## src/rtl/memory_access_pkg.sv

```systemverilog
// Shared types for the memory stage: opcodes, bus sizes, exception flags,
// the M/W pipeline bundles and the memory-stage FSM state encoding.
package memory_access_pkg;

  typedef logic [4:0] op_t;

  localparam op_t OP_NOP = 5'd0;
  localparam op_t OP_LB  = 5'd1;
  localparam op_t OP_LBU = 5'd2;
  localparam op_t OP_LH  = 5'd3;
  localparam op_t OP_LHU = 5'd4;
  localparam op_t OP_LW  = 5'd5;
  localparam op_t OP_LWL = 5'd6;
  localparam op_t OP_LWR = 5'd7;
  localparam op_t OP_SB  = 5'd8;
  localparam op_t OP_SH  = 5'd9;
  localparam op_t OP_SW  = 5'd10;
  localparam op_t OP_SWL = 5'd11;
  localparam op_t OP_SWR = 5'd12;

  typedef enum logic [2:0] {
    MSIZE1 = 3'd0,
    MSIZE2 = 3'd1,
    MSIZE4 = 3'd2
  } msize_t;

  typedef struct packed {
    logic ADEL;
    logic ADES;
    logic RI;
    logic OV;
    logic SYSCALL;
    logic BREAK;
  } exp_t;

  typedef struct packed {
    op_t         OP;
    logic [31:0] valA;
    logic [31:0] valB;
    logic        rm;
    logic        wm;
    logic        regw;
    logic [31:0] pc;
    exp_t        exp;
    logic        hi_w;
    logic        lo_w;
    logic [4:0]  t;
  } M_type;

  typedef struct packed {
    logic [31:0] valA;
    logic [31:0] valB;
    logic        regw;
    logic [31:0] pc;
    exp_t        exp;
    logic        hi_w;
    logic        lo_w;
    logic [4:0]  t;
    logic [31:0] badvaddr;
  } W_type;

  typedef enum logic [1:0] {
    IDLE,
    REQ,
    WAIT,
    DONE
  } ma_state_t;

  // LWL/LWR/SWL/SWR: word-aligned partial-word merges
  function automatic logic is_merge_op(op_t op);
    return (op == OP_LWL) || (op == OP_LWR) || (op == OP_SWL) || (op == OP_SWR);
  endfunction

endpackage

```

## src/rtl/memory_access_mem_align.sv

```systemverilog
// Combinational byte-lane steering: load extraction with sign/zero
// extension and partial-word merge, store lane/strobe generation, and the
// bus address/size for each op.
module mem_align
  import memory_access_pkg::*;
(
  input  op_t         op_i,
  input  logic [31:0] addr_i,
  input  logic [31:0] rt_i,
  input  logic [31:0] rdata_i,
  output logic [31:0] req_addr_o,
  output msize_t      req_size_o,
  output logic [3:0]  strobe_o,
  output logic [31:0] wdata_o,
  output logic [31:0] load_o
);

  logic [1:0]  k;
  logic [4:0]  sh_lo;   // 8*k
  logic [4:0]  sh_hi;   // 8*(3-k)
  logic [31:0] ones;
  logic [7:0]  rbyte;
  logic [15:0] rhalf;

  assign k     = addr_i[1:0];
  assign sh_lo = {k, 3'b000};
  assign sh_hi = {~k, 3'b000};
  assign ones  = '1;

  // Select the addressed byte/half of the returned word
  always_comb begin
    rbyte = 8'(rdata_i >> sh_lo);
    rhalf = addr_i[1] ? rdata_i[31:16] : rdata_i[15:0];
  end

  // Load result extraction
  always_comb begin
    load_o = rdata_i;
    case (op_i)
      OP_LB:   load_o = {{24{rbyte[7]}}, rbyte};
      OP_LBU:  load_o = {24'h0, rbyte};
      OP_LH:   load_o = {{16{rhalf[15]}}, rhalf};
      OP_LHU:  load_o = {16'h0, rhalf};
      OP_LWL:  load_o = (rdata_i << sh_hi) | (rt_i & ~(ones << sh_hi));
      OP_LWR:  load_o = (rdata_i >> sh_lo) | (rt_i & ~(ones >> sh_lo));
      default: load_o = rdata_i;
    endcase
  end

  // Request address, size, strobes and lane-aligned store data
  always_comb begin
    req_addr_o = addr_i;
    req_size_o = MSIZE4;
    strobe_o   = '0;
    wdata_o    = '0;
    case (op_i)
      OP_LB, OP_LBU: req_size_o = MSIZE1;
      OP_LH, OP_LHU: req_size_o = MSIZE2;
      OP_LWL, OP_LWR: req_addr_o = {addr_i[31:2], 2'b00};
      OP_SB: begin
        req_size_o = MSIZE1;
        strobe_o   = 4'b0001 << k;
        wdata_o    = {4{rt_i[7:0]}};
      end
      OP_SH: begin
        req_size_o = MSIZE2;
        strobe_o   = 4'b0011 << {addr_i[1], 1'b0};
        wdata_o    = {2{rt_i[15:0]}};
      end
      OP_SW: begin
        strobe_o = '1;
        wdata_o  = rt_i;
      end
      OP_SWL: begin
        req_addr_o = {addr_i[31:2], 2'b00};
        strobe_o   = 4'b1111 >> (~k);
        wdata_o    = rt_i >> sh_hi;
      end
      OP_SWR: begin
        req_addr_o = {addr_i[31:2], 2'b00};
        strobe_o   = 4'b1111 << k;
        wdata_o    = rt_i << sh_lo;
      end
      default: ;
    endcase
  end

endmodule

```

## src/rtl/memory_access.sv

```systemverilog
// Memory stage: issues one data-bus transaction per load/store, stalls the
// pipeline while it is outstanding, detects misaligned accesses and builds
// the write-back bundle.
// Optional feature: define MEM_UNALIGNED_EN to execute LWL/LWR/SWL/SWR;
// otherwise those ops raise a reserved-instruction exception.
module memory_access
  import memory_access_pkg::*;
(
  input  logic        clk,
  input  logic        reset,
  input  M_type       M,
  input  logic        m_valid,
  input  logic        flush,
  output logic        dreq_valid,
  output logic [31:0] dreq_addr,
  output logic [2:0]  dreq_size,
  output logic [3:0]  dreq_strobe,
  output logic [31:0] dreq_data,
  input  logic        dresp_addr_ok,
  input  logic        dresp_data_ok,
  input  logic [31:0] dresp_data,
  output W_type       W_pre,
  output logic        w_valid,
  output logic        pcm_stall
);

  ma_state_t   state_q, state_d;
  logic        kill_q, kill_d;
  logic [31:0] res_q, res_d;

  msize_t      req_size;
  logic [31:0] load_data;
  logic        is_mem, ade_l, ade_s, ri, fault, issue;

  mem_align u_align (
    .op_i       (M.OP),
    .addr_i     (M.valA),
    .rt_i       (M.valB),
    .rdata_i    (dresp_data),
    .req_addr_o (dreq_addr),
    .req_size_o (req_size),
    .strobe_o   (dreq_strobe),
    .wdata_o    (dreq_data),
    .load_o     (load_data)
  );

  assign dreq_size = req_size;

  // Alignment and reserved-op exception detection
  always_comb begin
    is_mem = M.rm | M.wm;
    ade_l  = ((M.OP == OP_LW) && (M.valA[1:0] != 2'b00)) ||
             (((M.OP == OP_LH) || (M.OP == OP_LHU)) && M.valA[0]);
    ade_s  = ((M.OP == OP_SW) && (M.valA[1:0] != 2'b00)) ||
             ((M.OP == OP_SH) && M.valA[0]);
`ifdef MEM_UNALIGNED_EN
    ri     = 1'b0;
`else
    ri     = is_merge_op(M.OP);
`endif
    fault  = ade_l | ade_s | ri;
    issue  = m_valid & is_mem & ~fault & ~flush;
  end

  // FSM next state, bus handshake, stall and write-back bundle
  always_comb begin
    state_d    = state_q;
    kill_d     = kill_q;
    res_d      = res_q;
    dreq_valid = 1'b0;
    pcm_stall  = 1'b0;
    w_valid    = 1'b0;

    W_pre.valA     = M.valA;
    W_pre.valB     = M.valB;
    W_pre.regw     = M.regw;
    W_pre.pc       = M.pc;
    W_pre.exp      = M.exp;
    W_pre.exp.ADEL = M.exp.ADEL | ade_l;
    W_pre.exp.ADES = M.exp.ADES | ade_s;
    W_pre.exp.RI   = M.exp.RI | ri;
    W_pre.hi_w     = M.hi_w;
    W_pre.lo_w     = M.lo_w;
    W_pre.t        = M.t;
    W_pre.badvaddr = (ade_l | ade_s) ? M.valA : '0;
    if (fault) begin
      W_pre.regw = 1'b0;
    end

    case (state_q)
      IDLE: begin
        if (issue) begin
          dreq_valid = 1'b1;
          pcm_stall  = 1'b1;
          if (dresp_addr_ok) begin
            if (dresp_data_ok) begin
              state_d = DONE;
              res_d   = load_data;
            end else begin
              state_d = WAIT;
            end
          end else begin
            state_d = REQ;
          end
        end else begin
          w_valid = m_valid & ~flush;
        end
      end
      REQ: begin
        // An asserted request is held even across a flush; kill marks it
        dreq_valid = 1'b1;
        pcm_stall  = 1'b1;
        kill_d     = kill_q | flush;
        if (dresp_addr_ok) begin
          if (dresp_data_ok) begin
            state_d = DONE;
            res_d   = load_data;
          end else begin
            state_d = WAIT;
          end
        end
      end
      WAIT: begin
        pcm_stall = 1'b1;
        kill_d    = kill_q | flush;
        if (dresp_data_ok) begin
          state_d = DONE;
          res_d   = load_data;
        end
      end
      DONE: begin
        W_pre.valA = res_q;
        w_valid    = m_valid & ~(kill_q | flush);
        if (kill_q | flush) begin
          W_pre.regw = 1'b0;
        end
        state_d = IDLE;
        kill_d  = 1'b0;
      end
      default: state_d = IDLE;
    endcase

    if (reset) begin
      dreq_valid = 1'b0;
      pcm_stall  = 1'b0;
      w_valid    = 1'b0;
      W_pre      = '0;
    end
  end

  // State, kill flag and captured load result
  always_ff @(posedge clk) begin
    if (reset) begin
      state_q <= IDLE;
      kill_q  <= 1'b0;
      res_q   <= '0;
    end else begin
      state_q <= state_d;
      kill_q  <= kill_d;
      res_q   <= res_d;
    end
  end

endmodule

```

## config.mk

```make
export PLATFORM = sky130hd
export DESIGN_NAME = memory_access
export DESIGN_NICKNAME = d
export VERILOG_FILES = /design/src/rtl/memory_access_pkg.sv /design/src/rtl/memory_access_mem_align.sv /design/src/rtl/memory_access.sv
export SDC_FILE = /design/constraint.sdc
export NUM_CORES = 1
export LEC_CHECK = 0
export ABC_AREA = 1
export BUFFER_PORTS_ARGS = -buffer_cell sky130_fd_sc_hd__clkbuf_2
export CORE_AREA = 8 8 136 138
export DETAILED_ROUTE_END_ITERATION = 8
export DIE_AREA = 0 0 144 146
export PLACE_DENSITY = 0.75
export SETUP_SLACK_MARGIN = 0.2
export SYNTH_ARGS = -nofsm -noshare
export SYNTH_HDL_FRONTEND = slang
export SYNTH_SLANG_ARGS = --single-unit
```

## constraint.sdc

```tcl
create_clock -name clk -period 4.09 [get_ports clk]
set_input_delay 0.2045 -clock clk [delete_from_list [all_inputs] [get_ports clk]]
set_output_delay 0.2045 -clock clk [all_outputs]
set_load 0.05 [all_outputs]
```

=== Word-level counts from Yosys, hierarchy flattened ===
Index checks and enable logic that the tools add are counted.

* Multiplexer cells: 31
* Bitwise operators: 22
* Equality and inequality tests: 18
* Shifts and indexed selects: 10
* Reductions and logical operators: 20

{| class="wikitable"
|+ Operator list
! kind !! count
|-
| case mux 32 bit (6 select lines) || 1
|-
| 2-to-1 mux 32 bit || 5
|-
| case mux 32 bit (5 select lines) || 1
|-
| 2-to-1 mux 142 bit || 1
|-
| case mux 32 bit (3 select lines) || 1
|-
| AND 32 bit || 2
|-
| inverter 32 bit || 2
|-
| bitwise OR 32 bit || 2
|-
| << shifter 32 x 5 -> 32 bit || 2
|-
| >> shifter 32 x 5 -> 32 bit || 2
|-
| << shifter 32 x 5 -> 32 bit (first input constant) || 1
|-
| >> shifter 32 x 5 -> 32 bit (first input constant) || 1
|-
| equality test 5 x 4 -> 1 bit (second input constant) || 5
|-
| equality test 5 x 3 -> 1 bit (second input constant) || 4
|-
| case mux 4 bit (5 select lines) || 1
|-
| 2-to-1 mux 16 bit || 1
|-
| equality test 5 x 2 -> 1 bit (second input constant) || 2
|-
| 2-to-1 mux 2 bit || 5
|-
| 2-to-1 mux 1 bit || 9
|-
| case mux 1 bit (2 select lines) || 4
|-
| case mux 2 bit (4 select lines) || 1
|-
| bitwise OR 1 bit || 7
|-
| logical OR 1 bit || 6
|-
| != test 2 bit (second input constant) || 3
|-
| other kinds (20) || 32
|}

* Logic and storage cells: 104
* Output and inout bits: 216
* Register bits: 35

=== Longest topological paths before layout ===
Gate-level depths: netlist of run 1.

* Word-level depth: 12
* Mapped depth: 13
* Gate-level depth less buffers: 12

=== Hierarchy ===
From an unflattened synthesis of run 1, not the netlist that was laid out.

* Cells, all modules: 1476
* Area total of the unflattened synthesis: 7165.6 um2

{| class="wikitable"
|+ Modules (own cells, without submodules)
! module !! cells each !! area each (um2) !! times used !! seq. area each (um2)
|-
| mem_align || 911 || 4085.2 || 1 || 0.0
|-
| memory_access || 565 || 3080.5 || 1 || 700.7
|}

=== Least setup slack after synthesis of run 1 ===
Ideal clock, no wire load.

* Kind: input-to-output
* Start point: input M[81] in the netlist's numbering
* End point: output dreq_data[17]
* Buffers on the path: 4
* Path slack: 1.638 ns
* Arrival: 2.247 ns
* Cell stages on the path: 7
* Cell sequence: buf_2 > inv_1 > buf_2 > buf_2 > clkbuf_1 > nor2_1 > o21ai_0

* Cells in the longest elaborated chain, start to end: 3
* Elaborated cells between the ends (all ways): 4
* Those cells by class: shift (2); mux (1); bitwise (1)

{| class="wikitable"
|+ Ends and longest elaborated chain
! item !! RTL line !! source
|-
| start: declaration || memory_access.sv:11 || <nowiki>input M_type M,</nowiki>
|-
| inverter 2 bit || memory_access_mem_align.sv:27 || <nowiki>assign sh_hi = {~k, 3'b000};</nowiki>
|-
| >> shifter 32 x 5 -> 32 bit || memory_access_mem_align.sv:77 || <nowiki>wdata_o = rt_i >> sh_hi;</nowiki>
|-
| case mux 32 bit (5 select lines) (*) || memory_access_mem_align.sv:56 || <nowiki>case (op_i)</nowiki>
|-
| end: declaration || memory_access.sv:18 || <nowiki>output logic [31:0] dreq_data,</nowiki>
|}

Every way passes the cells marked *; elsewhere a longest branch is shown, timed or not.

==> results of run 1 <==
## placed cells by master, fill, tap and decap left out, types with 5 or more instances in the layout
master and instances:
nor2_4 5, inv_2 6, nand4_1 29, clkbuf_16 5
clkbuf_2 369, o21ai_0 121, and2_0 5, dfxtp_1 35
a21oi_2 10, nor3_1 7, nor2_1 254, a21oi_1 97
o211ai_1 36, inv_1 167, buf_4 17, o22ai_1 8
nand3_1 131, ha_1 5, a22oi_1 8, nand2_1 239
## cell usage after synthesis, types with 4 or more instances
library cell	instances	area share
nor2_4	4	0.0067
a21oi_2	10	0.013
o211ai_1	36	0.040
o21a_1	4	0.0045
o22ai_1	8	0.0074
a22oi_1	8	0.0089
nand3_1	131	0.097
a211oi_1	4	0.0045
and2_0	5	0.0047
clkbuf_1	44	0.025
ha_1	5	0.0093
inv_1	169	0.094
inv_2	4	0.0022
buf_1	6	0.0033
buf_6	4	0.0067
a21oi_1	97	0.072
nor2_1	255	0.14
nand2_1	239	0.13
buf_2	38	0.028
dfxtp_1	35	0.10
nor3_1	7	0.0052
nand4_1	29	0.027
buf_4	32	0.036
nand2_2	4	0.0037
o21ai_0	121	0.090
o221ai_1	4	0.0052
## kinds of logic (layout without fill, tap and decap cells)
kind of cell | count (synthesis) | after routing
and+or+nand+nor | 683 | 683
DFF | 35 | 35
other | 1 | 1
AOI/OAI and AO/OA | 302 | 302
adders and majority gates | 5 | 5
buffers and inverters | 298 | 569
## flip-flops by register name (all words and copies together) (netlist names)
signal   count
state_q      2
res_q       32
kill_q       1
## through the flow
stage	worst slack (ns)	util	hold WS (ns)	instance area [um2]
CTS	1.35	0.522	0.356	8500
global route	1.01	0.522	0.399	8500
detailed placement	1.36	0.512	0.466	8340
global placement	1.52	0.512	0.458	8340
floorplan	1.64	-	0.439	6730
finish	1.35	0.522	0.370	8500
## area by class of cell
| class | count | area [um2] |
|---|---|---|
| Fill cell | 1776 | 7790 |
| Timing Repair Buffer | 387 | 1990 |
| Inverter | 174 | 653 |
| Sequential cell | 35 | 701 |
| Multi-Input combinational cell | 991 | 4720 |
| Tap cell | 220 | 275 |
| Clock buffer | 8 | 156 |
## power by group
| group | total (mW) | switching (mW) | internal (mW) |
|---|---|---|---|
| registers | 0.497 | 0.0638 | 0.433 |
| clock network | 0.390 | 0.131 | 0.259 |
| logic | 1.81 | 1.34 | 0.463 |
| total | 2.69 | 1.54 | 1.15 |
## critical path, stage by stage
cell,delay [ns]
clkbuf_2,0.47
nor2_1,0.15
nor3_1,0.31
a21oi_2,0.09
nand2_1,0.12
nand2_1,0.56
nor2_1,0.30
clkbuf_2,0.32
## per-layer routing
layer / global-route usage / wire (um) / share of wire / up-vias
met5: 0 / 41 / 0.0013 / -
met4: 0.0910 / 834 / 0.026 / 6
met3: 0.0755 / 4150 / 0.13 / 60
met2: 0.455 / 14400 / 0.44 / 645
met1: 0.371 / 13000 / 0.40 / 4335
li1: - / - / - / 4837
## how the worst min path moves through the flow
stage,start,cells past startpoint,to
3_5_place_dp,res_q[16]$_SDFFE_PP0P_,2,res_q[16]$_SDFFE_PP0P_
2_1_floorplan,dresp_data[2],4,res_q[2]$_SDFFE_PP0P_
6_report,dresp_data_ok,5,state_q[0]$_SDFFE_PP0P_
3_3_place_gp,res_q[10]$_SDFFE_PP0P_,2,res_q[10]$_SDFFE_PP0P_
5_1_grt,dresp_data_ok,5,state_q[0]$_SDFFE_PP0P_
4_1_cts,dresp_data_ok,5,state_q[0]$_SDFFE_PP0P_
==> impl_metrics.yaml, run 1 <==
outcome:
  status: "finished, final reports clean"
drt:
  vias: 9883
  drc: 0
  routed_wirelength_um: 32400
  wl_per_cell_um: 17.8
  antenna_left: 0
  drtIter0Drc: 1249
  routed_via_density: 5.45
  dr.pass1.iters: 9
synth:
  synthAdderAreaFrac: 0.00930
  synth_compound_area_frac: 0.259
  yosys_warnings: 0
  yosysUniqueCellTypes: 42
  synth_nets: 1484
  yosys.area_share.xor_xnor: 0
  synth_area_per_cell_um2: 5.08
  ys_ff_latch: 35
  synth_top_family_by_area: "simple AND/OR/NAND/NOR gates"
  async_reset_ff_frac: 0
  synth_simple_gate_area_share: 0.432
  seq_area_frac_synth: 0.104
  synth_ff_type: "dfxtp_1"
  synth_edf_count: 0
  syn-cell-area_um2: 6730
  synthCells: 1324
  synth_mux_area_frac: 0
sta:
  max_freq_ghz: 0.365
  finalMaxSlewViolations: 0
  relSlewSlack: 0.331
  min_period_over_period: 0.670
  period_needed_ns: 2.74
  hold_viol: 0
  skew_ns: 0.00243
  rsz0062_at_grt: "no"
  fin_tns_setup_ns: 0
  tightest_slew_ns: 1.00
  finalSetupViolCount: 0
clock_network:
  postCtsSetupRepairBufs: 0
  cts-root-buf: "clkbuf_16"
  numCtsBuffers: 5
  clockBufferDepth: 2
  cts_resized: 0
  ctsHtreeMaxLevel: 2
  cts_tree: "yes"
  clk-insertion-delay-late_ns: 0.27
  cts_hold_buf: 0
  clock-sinks: 35
  path_clk_slew_ns: 0.05
critical_path:
  critical_path_arrival_ns: 2.54
  crit_fanout: 32
  timing.rr.end: "res_q[22]$_SDFFE_PP0P_"
  r2r_setup_slack_ns: 2.01
  critPathLaunch: "M[80]"
  crit_type: "in -> out"
  required_ns: 3.89
  reg2reg_from: "state_q[1]$_SDFFE_PP0P_"
  startpoint_type: "input pin"
  ff2ff_path_depth: 7
  critPathCapture: "W_pre[28]"
  end_kind: "output pin"
global_routing:
  grt_pass1_wl_um: 49400
  track_usage: 0.288
  first_global_vias: 9134
  grt_max_degree: 79
  antenna_found_initial: 3
  grt-ovfl-total: 0
floorplanning:
  rows: 47
  die_h_um: 146
  start_util: 0.413
  dieWidth_um: 144
  core-area_um2: 16300
  num_io_pins: 371
  die_area_um2: 21000
cells_and_area:
  nNetsFinal: 1754
  synthToLayoutAreaGrowth_pct: 26.3
  drive_gt1_frac: 0.267
  antenna_cells: 0
  stdcell_count: 1815
pwr:
  vdd_drop_max_mv: 0.207
  totalPowerFinal_mw: 2.69
  power_density_nw_per_um2: 317
  p_leak_nw: 4.83
hold_path:
  holdCritPathClass: "in -> reg"
placed_design:
  dp_cells: 1807
  dp_hpwl_um: 25500
  globalplace.congestion: 0.963
  port_buffers: 369
flow_run:
  drv_cap: 0
Power figures use the tool's default switching activity.
==> inputs of run 2 (changes only) <==
--- a/config.mk
+++ b/config.mk
@@ -7,10 +7,10 @@
 export LEC_CHECK = 0
 export ABC_AREA = 1
 export BUFFER_PORTS_ARGS = -buffer_cell sky130_fd_sc_hd__clkbuf_2
-export CORE_AREA = 8 8 136 138
+export CORE_MARGIN = 8
+export CORE_UTILIZATION = 42
 export DETAILED_ROUTE_END_ITERATION = 8
-export DIE_AREA = 0 0 144 146
-export PLACE_DENSITY = 0.75
+export PLACE_DENSITY = 0.79
 export SETUP_SLACK_MARGIN = 0.2
 export SYNTH_ARGS = -nofsm -noshare
 export SYNTH_HDL_FRONTEND = slang
==> constraint.sdc (replaced) <==
create_clock -name clk -period 2.3 [get_ports clk]
set_input_delay 0.115 -clock clk [delete_from_list [all_inputs] [get_ports clk]]
set_output_delay 0.115 -clock clk [all_outputs]
set_load 0.05 [all_outputs]
==> run 2 against run 1 <==
Net effect:
- flip-flop and latch count did not move
- highest routed layer unchanged
- critical path depth down 3
- clock skew hardly changed
- die area fell by 3.3%
- largest power group unchanged
- final area is 16% higher
- combinational power is 110% higher
- sequential share of layout area shrank 1.2 points
- clock-buffer cell count fell by 3
==> impl_metrics.yaml, run 2 (synthesis gave the netlist of run 1 again) <==
sta:
  tightest_slew_ns: 0.918
  skew_ns: 0.00287
  max_freq_ghz: 0.495
  fin_tns_setup_ns: 0
  period_needed_ns: 2.02
  min_period_over_period: 0.878
  finalMaxSlewViolations: 0
  finalSetupViolCount: 0
  relSlewSlack: 0.387
  hold_viol: 0
  rsz0062_at_grt: "no"
drt:
  wl_met1_um: 12900
  drc: 0
  antenna_left: 0
  wl_met2_um: 15100
  vias: 10100
  wl_per_cell_um: 17.9
  routed_via_density: 5.45
  dr.pass1.iters: 6
  routed_wirelength_um: 33000
  top_layer: "met5"
  wl_met3_um: 4110
  drtIter0Drc: 1025
cells_and_area:
  num-fill-cells: 1545
  drive_gt1_frac: 0.288
  synthToLayoutAreaGrowth_pct: 46.9
  reg.largest.list: "res_q x32, state_q x2, kill_q x1"
  largest_reg_flops: 32
  regMostFlops: "res_q"
  antenna_cells: 0
  layout_common_cells: "301 x clkbuf_2, 254 x nor2_1, 239 x nand2_1"
  nNetsFinal: 1791
  final_common_cell: "clkbuf_2"
  final_core_util: 0.627
  fin_area_um2: 9880
critical_path:
  crit_type: "reg -> out"
  critPathMaxStageDelay_ns: 0.41
  crit_buf_inv: 2
  slowest_stage: "dfxtp_1"
  crit_chain: "ha_2, clkinv_4, or2_2, a21oi_1, buf_2"
  crit_cells: 5
  crit_fanout: 25
  critPathTopFamily: "buffers and inverters"
  critical_path_arrival_ns: 1.90
  ff2ff_path_depth: 5
  required_ns: 2.18
  startpoint_type: "flop"
  end_kind: "output pin"
floorplanning:
  dieWidth_um: 143
  die_h_um: 143
  rows: 46
  die_area_um2: 20300
  start_util: 0.427
  core-area_um2: 15800
  num_io_pins: 371
global_routing:
  grt-ovfl-total: 0
  track_usage: 0.306
  grt_max_degree: 79
  first_global_vias: 9280
  antenna_found_initial: 1
  grt_pass1_wl_um: 50300
placed_design:
  dp_hpwl_um: 26600
  port_buffers: 369
  place_area_um2: 9640
  globalplace.congestion: 0.957
clock_network:
  cts-root-buf: "clkbuf_16"
  clk-insertion-delay-late_ns: 0.28
  ctsHtreeMaxLevel: 2
  path_clk_slew_ns: 0.05
  clock-sinks: 35
  numCtsBuffers: 5
  clockBufferDepth: 2
  cts_hold_buf: 0
  cts_tree: "yes"
pwr:
  power_density_nw_per_um2: 551
  p_leak_nw: 5.32
  vdd_drop_max_mv: 0.554
hold_path:
  worstHoldPathCells: 5
  holdCritPathClass: "in -> reg"
flow_run:
  drv_cap: 0
outcome:
  status: "finished, final reports clean"
run 2: changes by cell type in the layout (fill, tap and decap cells not counted), moves of 2 or more:
| cell | delta |
|---|---|
| buf_12 | +73 |
| clkbuf_2 | -68 |
| buf_4 | +29 |
| o21ai_0 | -7 |
| o21ai_1 | +7 |
| a21oi_1 | -4 |
| a21oi_2 | +4 |
| clkbuf_8 | -2 |
| clkinv_4 | +2 |
run 2: per-stage QoR:
stage	power, mW	worst slack [ns]	hold slack [ns]	instances
floorplan	3.37	0.226	0.350	1324
global placement	4.54	0.312	0.460	1833
detailed placement	4.58	0.240	0.469	1833
CTS	5.37	0.271	0.264	1842
global route	5.77	0.204	0.317	1848
finish	5.45	0.280	0.298	1848
run 2: final timing paths:
path                                              start                     end  slack, ns
worst max register to register  state_q[1]$_SDFFE_PP0P_   res_q[8]$_SDFFE_PP0P_       0.44
worst min-delay path                      dresp_data[2]   res_q[2]$_SDFFE_PP0P_       0.30
worst max-delay path            state_q[1]$_SDFFE_PP0P_                 w_valid       0.28
worst min register to register   res_q[17]$_SDFFE_PP0P_  res_q[17]$_SDFFE_PP0P_       0.48
run 2: report_power, final:
part	total [mW]	internal, mW	switching [mW]
Combinational	3.80	1.30	2.49
Sequential	0.886	0.769	0.117
Clock	0.767	0.510	0.257
Total	5.45	2.58	2.87
run 2: repair_timing:
action,in CTS,in global routing
gates cloned,1,0
buffers inserted,0,6
endpoints found under the setup margin,2,44
resized for setup,1,9
pin swaps,1,1
run 2: per-layer routing:
metal	GRT usage	vias up
met5	0	-
li1	-	4905
met3	0.0845	58
met2	0.497	665
met1	0.382	4440
met4	0.0984	2
run 2: tightest hold or removal path, delay by kind of cell:
family | cells | cell delay (ns)
buf+inv | 1 | 0.15
simple gates | 4 | 0.28
run 2: layout make-up:
cell class / count / area (um2) / area share
inverter: 174 / 658 / 0.0666
clock inverter: 3 / 43.8 / 0.00443
tap: 216 / 270 / 0.0273
timing repair buffer: 423 / 3350 / 0.338
clock buffer: 5 / 125 / 0.0127
multi-input combinational: 992 / 4740 / 0.480
sequential: 35 / 701 / 0.0709
